**src/rtl/joy_db15_tx_pkg.sv**
```systemverilog
// Shared constants for the DB15 joystick shift-chain emulator:
// default player width, button indices, synchroniser and deglitch depths.
package joy_db15_pkg;

  localparam int PLAYER_BITS_DEF = 12;

  localparam int BTN_R  = 0;
  localparam int BTN_L  = 1;
  localparam int BTN_D  = 2;
  localparam int BTN_U  = 3;
  localparam int BTN_F1 = 4;
  localparam int BTN_F2 = 5;
  localparam int BTN_F3 = 6;
  localparam int BTN_F4 = 7;

  localparam int SYNC_DEPTH     = 2;
  localparam int DEGLITCH_DEPTH = 2;

endpackage

```
**src/rtl/joy_db15_tx_if.sv**
```systemverilog
// DB15 wire bundle between the reader (master) and the emulated
// adapter (slave): joy_clk, joy_load driven by reader, joy_data back.
interface joy_db15_tx_if;

  logic joy_clk;
  logic joy_load;
  logic joy_data;

  modport master (
    output joy_clk,
    output joy_load,
    input  joy_data
  );

  modport slave (
    input  joy_clk,
    input  joy_load,
    output joy_data
  );

endinterface

```
**src/rtl/joy_db15_tx_sync.sv**
```systemverilog
// Synchroniser + optional deglitch (JOY_DB15_TX_DEGLITCH_EN) + edge detect.
// Ports: clk, reset_n, din (async) -> level, rise, fall (clk domain).
module joy_db15_tx_sync
  import joy_db15_pkg::*;
#(
  parameter logic RESET_VAL = 1'b0
) (
  input  logic clk,
  input  logic reset_n,
  input  logic din,
  output logic level,
  output logic rise,
  output logic fall
);

  logic [SYNC_DEPTH-1:0] chain;
  logic                  s;
  logic                  held;
  logic                  lvl;

  assign s = chain[SYNC_DEPTH-1];

  always_ff @(posedge clk) begin
    if (!reset_n) begin
      chain <= {SYNC_DEPTH{RESET_VAL}};
      held  <= RESET_VAL;
    end else begin
      chain <= {chain[SYNC_DEPTH-2:0], din};
      held  <= lvl;
    end
  end

`ifdef JOY_DB15_TX_DEGLITCH_EN
  // Accept a new level only once it has matched the history flops.
  logic [DEGLITCH_DEPTH-2:0] hist;

  always_ff @(posedge clk) begin
    if (!reset_n) begin
      hist <= {(DEGLITCH_DEPTH-1){RESET_VAL}};
    end else if (DEGLITCH_DEPTH > 2) begin
      hist <= {hist, s};
    end else begin
      hist <= {(DEGLITCH_DEPTH-1){s}};
    end
  end

  always_comb begin
    lvl = held;
    if (hist == {(DEGLITCH_DEPTH-1){s}})
      lvl = s;
  end
`else
  assign lvl = s;
`endif

  assign level = lvl;
  assign rise  = lvl & ~held;
  assign fall  = ~lvl & held;

endmodule

```
**src/rtl/joy_db15_tx.sv**
```systemverilog
// DB15 adapter emulator: captures two players on joy_load low, shifts
// one bit per joy_clk rise onto joy_data (active-low). Reports bit_cnt,
// frame_done pulse and sticky overrun. Option: JOY_DB15_TX_DEGLITCH_EN.
module joy_db15_tx
  import joy_db15_pkg::*;
#(
  parameter int PLAYER_BITS = PLAYER_BITS_DEF,
  localparam int FRAME_BITS = 2 * PLAYER_BITS,
  localparam int CW         = $clog2(FRAME_BITS + 1)
) (
  input  logic                   clk,
  input  logic                   reset_n,
  joy_db15_tx_if.slave           bus,
  input  logic [PLAYER_BITS-1:0] joystick1,
  input  logic [PLAYER_BITS-1:0] joystick2,
  output logic [CW-1:0]          bit_cnt,
  output logic                   frame_done,
  output logic                   overrun
);

  localparam logic [CW-1:0] LAST = CW'(FRAME_BITS);

  logic                  clk_lvl;
  logic                  clk_rise;
  logic                  clk_fall;
  logic                  ld_lvl;
  logic                  ld_rise;
  logic                  ld_fall;
  logic                  shift;
  logic [FRAME_BITS-1:0] sr;
  logic                  unused_edges;

  joy_db15_tx_sync #(.RESET_VAL(1'b0)) u_clk_sync (
    .clk     (clk),
    .reset_n (reset_n),
    .din     (bus.joy_clk),
    .level   (clk_lvl),
    .rise    (clk_rise),
    .fall    (clk_fall)
  );

  joy_db15_tx_sync #(.RESET_VAL(1'b1)) u_ld_sync (
    .clk     (clk),
    .reset_n (reset_n),
    .din     (bus.joy_load),
    .level   (ld_lvl),
    .rise    (ld_rise),
    .fall    (ld_fall)
  );

  assign unused_edges = clk_lvl ^ clk_fall ^ ld_fall;

  // A clock edge seen together with the load release would skip bit 0.
  assign shift = clk_rise & ld_lvl & ~ld_rise;

  always_ff @(posedge clk) begin
    if (!reset_n) begin
      sr         <= '1;
      bit_cnt    <= '0;
      frame_done <= 1'b0;
      overrun    <= 1'b0;
    end else begin
      frame_done <= 1'b0;
      if (!ld_lvl) begin
        sr      <= ~{joystick2, joystick1};
        bit_cnt <= '0;
        overrun <= 1'b0;
      end else if (shift) begin
        sr <= {1'b1, sr[FRAME_BITS-1:1]};
        if (bit_cnt < LAST) begin
          bit_cnt    <= bit_cnt + 1'b1;
          frame_done <= (bit_cnt == LAST - 1'b1);
        end else begin
          overrun <= 1'b1;
        end
      end
    end
  end

  assign bus.joy_data = sr[0];

endmodule

```
**src/flat_wrapper.sv**
```systemverilog
// flat-port wrapper written by rule: the top's interface ports become plain ports
module joy_db15_tx_flat import joy_db15_pkg::*;
#(
  parameter int PLAYER_BITS = PLAYER_BITS_DEF,
  localparam int FRAME_BITS = 2 * PLAYER_BITS,
  localparam int CW         = $clog2(FRAME_BITS + 1)
)
  (clk, reset_n, joystick1, joystick2, bit_cnt, frame_done, overrun, bus_joy_clk, bus_joy_load, bus_joy_data);
  joy_db15_tx_if bus_i ();
  input  logic clk;
  input  logic reset_n;
  input  logic [PLAYER_BITS-1:0] joystick1;
  input  logic [PLAYER_BITS-1:0] joystick2;
  output logic [CW-1:0] bit_cnt;
  output logic frame_done;
  output logic overrun;
  input wire logic [$bits(bus_i.joy_clk)-1:0] bus_joy_clk;
  input wire logic [$bits(bus_i.joy_load)-1:0] bus_joy_load;
  output wire logic [$bits(bus_i.joy_data)-1:0] bus_joy_data;
  assign bus_i.joy_clk = bus_joy_clk;
  assign bus_i.joy_load = bus_joy_load;
  assign bus_joy_data = bus_i.joy_data;
  joy_db15_tx #(.PLAYER_BITS(PLAYER_BITS)) u_core (.clk(clk), .reset_n(reset_n), .bus(bus_i), .joystick1(joystick1), .joystick2(joystick2), .bit_cnt(bit_cnt), .frame_done(frame_done), .overrun(overrun));
endmodule
```
**config.mk**
```make
export PLATFORM = sky130hd
export DESIGN_NAME = joy_db15_tx_flat
export DESIGN_NICKNAME = d
export VERILOG_FILES = /design/src/rtl/joy_db15_tx_pkg.sv /design/src/rtl/joy_db15_tx_if.sv /design/src/rtl/joy_db15_tx_sync.sv /design/src/rtl/joy_db15_tx.sv /design/src/flat_wrapper.sv
export SDC_FILE = /design/constraint.sdc
export NUM_CORES = 1
export LEC_CHECK = 0
export CAP_MARGIN = 5
export CELL_PAD_IN_SITES_DETAIL_PLACEMENT = 1
export CELL_PAD_IN_SITES_GLOBAL_PLACEMENT = 1
export CORE_MARGIN = 5
export CORE_UTILIZATION = 40
export DETAILED_ROUTE_END_ITERATION = 8
export MAX_ROUTING_LAYER = met4
export PLACE_DENSITY_LB_ADDON = 0.1
export RECOVER_POWER = 25
export SLEW_MARGIN = 20
export SYNTH_ARGS = -nofsm -noshare
export SYNTH_HDL_FRONTEND = slang
export SYNTH_SLANG_ARGS = --single-unit
```
**constraint.sdc**
```tcl
create_clock -name clk -period 3.2 [get_ports clk]
set_input_delay 0.64 -clock clk [delete_from_list [all_inputs] [get_ports clk]]
set_output_delay 0.64 -clock clk [all_outputs]
set_load 0.005 [all_outputs]
```
# [After elaboration in Yosys (flattened, before gate mapping)]
# Index checks and enable logic that the tools add are counted.
[classes] n_addsub=1 multipliers=0 n_div=0 order_cmp=1 eq_ne=2 n_shift=0 muxes=2 bitwise=9 n_reduce_logical=4
[op_table] cell="2-to-1 mux 24 bit" n=2
[op_table] cell="inverter 24 bit" n=1
[op_table] cell="AND reduction 2 bit" n=3
[op_table] cell="adder 5 x 1 -> 5 bit (second input constant)" n=1
[op_table] cell="equality test 5 bit (second input constant)" n=1
[op_table] cell="less-than comparator 5 bit (second input constant)" n=1
[op_table] cell="AND 1 bit" n=4
[op_table] cell="inverter 1 bit" n=4
[op_table] cell="AND reduction 4 bit" n=1
[op_table] cell="!= test 2 x 1 -> 1 bit (second input constant)" n=1
[totals] reg_bits=37 latch_bits=0 ram_bits=0 mem_bits_ro=0 inputBits=28 out_inout_bits=8 n_memories=0

# [Logic depth before layout (Yosys ltp)]
[logic_depth] ltp_word=6 mapped_depth=6

# [Hierarchy]
# Synthesis repeated with hierarchy kept, for this count alone.
[hier_totals] hier_cells=183 hier_area_um2=1700.4
[by_module_without_submodules] module="joy_db15_tx" n_inst=1 cells_per_inst=167 area_per_inst_um2=1517.7 seq_area_each_um2=620.6
[by_module_without_submodules] module="joy_db15_tx_sync" n_inst=2 cells_per_inst=8 area_per_inst_um2=91.3 seq_area_each_um2=60.1

# [Least setup slack after synthesis]
# Ideal clock, no wire load.
[synth_path] path_type="input to register" startpoint="input reset_n" endpoint="register u_core.sr[18]" setup_ps=122 t_arrival_ps=1312 t_required_ps=3078 path_slack_ps=1766 stages=3 path_buffers=1 path_cell_list="buf_1 o21ai_0 a221o_1"
[synth_lines] item="start: declaration" line_no="flat_wrapper.sv:11" text="input logic reset_n;"
[synth_lines] item="end signal: assignment" line_no="joy_db15_tx.sv:65" text="sr <= ~{joystick2, joystick1};"
[synth_lines] item="end signal: assignment" line_no="joy_db15_tx.sv:69" text="sr <= {1'b1, sr[FRAME_BITS-1:1]};"
[synth_lines] item="end: declaration" line_no="joy_db15_tx.sv:30" text="logic [FRAME_BITS-1:0] sr;"

# [Final worst setup path]
[layout_path] startpoint="register u_core.u_ld_sync.chain[1]" endpoint="register u_core.sr[19]"
[layout_via] elab_chain_cells=4 word_cells_on_any_way=6 classes_between="eq/ne: 1; mux: 1; bitwise: 4"
[layout_lines] item="start: declaration" line_no="joy_db15_tx_sync.sv:16" text="logic [SYNC_DEPTH-1:0] chain;"
[layout_lines] item="start signal: assignment" line_no="joy_db15_tx_sync.sv:25" text="chain <= {SYNC_DEPTH{RESET_VAL}};"
[layout_lines] item="start signal: assignment" line_no="joy_db15_tx_sync.sv:28" text="chain <= {chain[SYNC_DEPTH-2:0], din};"
[layout_lines] item="AND 1 bit" line_no="joy_db15_tx_sync.sv:57" text="assign rise = lvl & ~held;"
[layout_lines] item="inverter 1 bit" line_no="joy_db15_tx.sv:54" text="assign shift = clk_rise & ld_lvl & ~ld_rise;"
[layout_lines] item="AND 1 bit" line_no="joy_db15_tx.sv:54"
[layout_lines] item="!= test 2 x 1 -> 1 bit (no source line)"
# Several ways; a longest one is shown, not always the timed one.
# A chain may end at the register's enable or synchronous reset.

==> impl_metrics.tcl <==
set metrics [dict create \
    post_cts_buffers 0 \
    ant_nets 0 \
    postCtsHoldBufs 0 \
    fmax_ghz 0.430 \
    finalClockSkew_ns 0.00448 \
    ys_ff_latch 37 \
    whs_ns 0.418 \
    die_area_um2 5170 \
    nets 212 \
    gp_congestion 0.714 \
    min-delay-start "u_core.u_ld_sync.chain[0]$_SDFF_PN1_" \
    start_util 0.415 \
    cts_buffer_depth 2 \
    die_w_um 71.9 \
    critPathCaptureType "flip-flop" \
    status "complete, no violations" \
    grt_pass1_vias 1354 \
    tightest_slew_ns 1.08 \
    post_cts_resized 0 \
    seqCellArea_um2 741 \
    grt_max_degree 30 \
    firstDrtPassIters 4 \
    setup.worst_path.class "flip-flop to flip-flop" \
    drc 0 \
    yosys_warnings 0 \
    drt_iter0_drc 87 \
    avgViaCountPerCell 5.60 \
    crit_fanout 29 \
    die_y_um 71.9 \
    antenna_found_initial 0 \
    multi_input_area_um2 693 \
    rsz0062_at_grt "false" \
    synth_area_um2 1530 \
    fp-row-count 22 \
    n_fill_cell 428 \
    finalMaxSlewViolations 0 \
    arrival_ns 2.49 \
    cts_buffers 5 \
    drive_gt1_frac 0.0924 \
    stdcell_area_um2 1960 \
    n_antenna_cell 0 \
    drv_cap 0 \
    io_pins 36 \
    cts_root_buffer "clkbuf_8" \
    relSlewSlack 0.280 \
    syn_to_final_growth_pct 27.9 \
    grt_pass1_wl_um 6420 \
    cts.clk_slew.worst_paths_ns 0.07 \
    mostFrequentLayoutCells "dfxtp_1, clkdlybuf4s50_1, o21ai_0" \
    grt_usage 0.163 \
    powerDensity_nw_per_um2 459 \
    clkLatencyLatePin_ns 0.28 \
    synthCells 151 \
    synth.net_count 180 \
    postLayoutSetupSlackWorst_ns 0.875 \
    cp.required_ns 3.36 \
    startpoint_type "flip-flop" \
    vias 1300 \
    dpl-instance-area_um2 1880 \
    cts_tree "yes" \
    rr_startpoint "u_core.u_ld_sync.chain[1]$_SDFF_PN1_" \
    wl_um 3820 \
    htree_num_levels 2 \
    hold_viol 0 \
    fin_tns_setup_ns 0 \
    min_period_over_period 0.726 \
    synthDistinctLibCells 28 \
    clock_sinks 37 \
    core_um2 3690 \
    portBuffers 35 \
    postLayoutCoreUtil 0.531 \
    finalCriticalPeriod_ns 2.32 \
    hp-class "flip-flop to flip-flop" \
    finalSetupViolations 0 \
    yosysSeqAreaShare 0.484 \
    final_common_cell "dfxtp_1" \
    post-place-ws_ns 0.920 \
    p_leak_nw 0.674 \
    avgSynthCellArea_um2 10.1 \
    ir_worst_vdd_uv 284 \
    overflow 0 \
    dp_hpwl_um 2610 \
    wl_per_cell_um 16.5 \
    startpoint "u_core.u_ld_sync.chain[1]$_SDFF_PN1_" \
]
## synth_stat cells
cell	n	share of area
nand2_1	4	0.0098
or3_1	1	0.0041
a211oi_1	1	0.0049
buf_6	4	0.029
nand2b_1	3	0.012
a41oi_1	2	0.011
nor3_1	2	0.0065
and4b_4	1	0.0090
o21ai_0	17	0.056
nand4b_4	1	0.016
buf_1	1	0.0024
nand3b_1	7	0.034
dfxtp_1	37	0.48
clkbuf_1	5	0.012
inv_1	3	0.0074
a311oi_2	7	0.069
or4_1	1	0.0049
nor4_1	4	0.016
ha_1	1	0.0082
a311oi_1	2	0.011
nand3_1	4	0.013
o31ai_1	1	0.0049
a221o_1	14	0.092
nor2_2	1	0.0041
nor2_1	16	0.039
buf_2	3	0.0098
a21oi_1	4	0.013
and2_1	4	0.016
## cell families (layout without fill, tap and decap cells)
group	count (synthesis)	after routing	share of synthesized area
AND/OR/NAND/NOR	49	49	0.185
AO/OA/AOI/OAI	48	48	0.261
flip-flops	37	37	0.484
buffers and inverters	16	49	0.0613
adder cells (fa/ha/maj)	1	1	0.00817
## routing by layer
metal,GRT usage,routed length [um]
met5,-,0
met3,0.0519,171
met4,0.0564,56
met1,0.198,1670
met2,0.253,1930
## state kept, by name, indices dropped and copies added, names as in the netlist
register	count
u_core.sr	24
u_core.bit_cnt	5
u_core.u_clk_sync.chain	2
u_core.u_ld_sync.chain	2
u_core.frame_done	1
u_core.overrun	1
u_core.u_clk_sync.held	1
u_core.u_ld_sync.held	1
## stage by stage
stage,instances,power (W)
floorplan,151,0.000556
global placement,224,0.000600
detailed placement,224,0.000604
CTS,232,0.000912
global route,232,0.000933
finish,232,0.000899
## report_power, final
group	leakage (nW)	total, W	switching (W)	internal [W]
Sequential	0.303	0.000496	0.0000132	0.000483
Clock	0.0395	0.000307	0.000152	0.000155
Combinational	0.331	0.0000961	0.0000416	0.0000546
## worst max-delay path, cell delays in order, from the launching register on
cell     delay (ns)
dfxtp_1        0.51
and4b_1        0.98
nor2_2         0.31
a221o_1        0.39
## cell type report
cell class                 instances  area share
tap                               48      0.0307
inverter                           3     0.00575
timing repair buffer              38       0.190
sequential                        37       0.378
multi-input combinational         98       0.354
clock buffer                       8      0.0409
## path summary, 6_finish.rpt
check                                                       endpoint  slack [ns]  depth (start not counted)
worst max-delay path                      u_core.sr[19]$_SDFFE_PN1P_        0.88                          3
worst min-delay path            u_core.u_ld_sync.chain[1]$_SDFF_PN1_        0.42                          1
worst max register to register            u_core.sr[19]$_SDFFE_PN1P_        0.88                          3
worst min register to register  u_core.u_ld_sync.chain[1]$_SDFF_PN1_        0.42                          1
No activity file was read; power rests on OpenSTA's default activity.
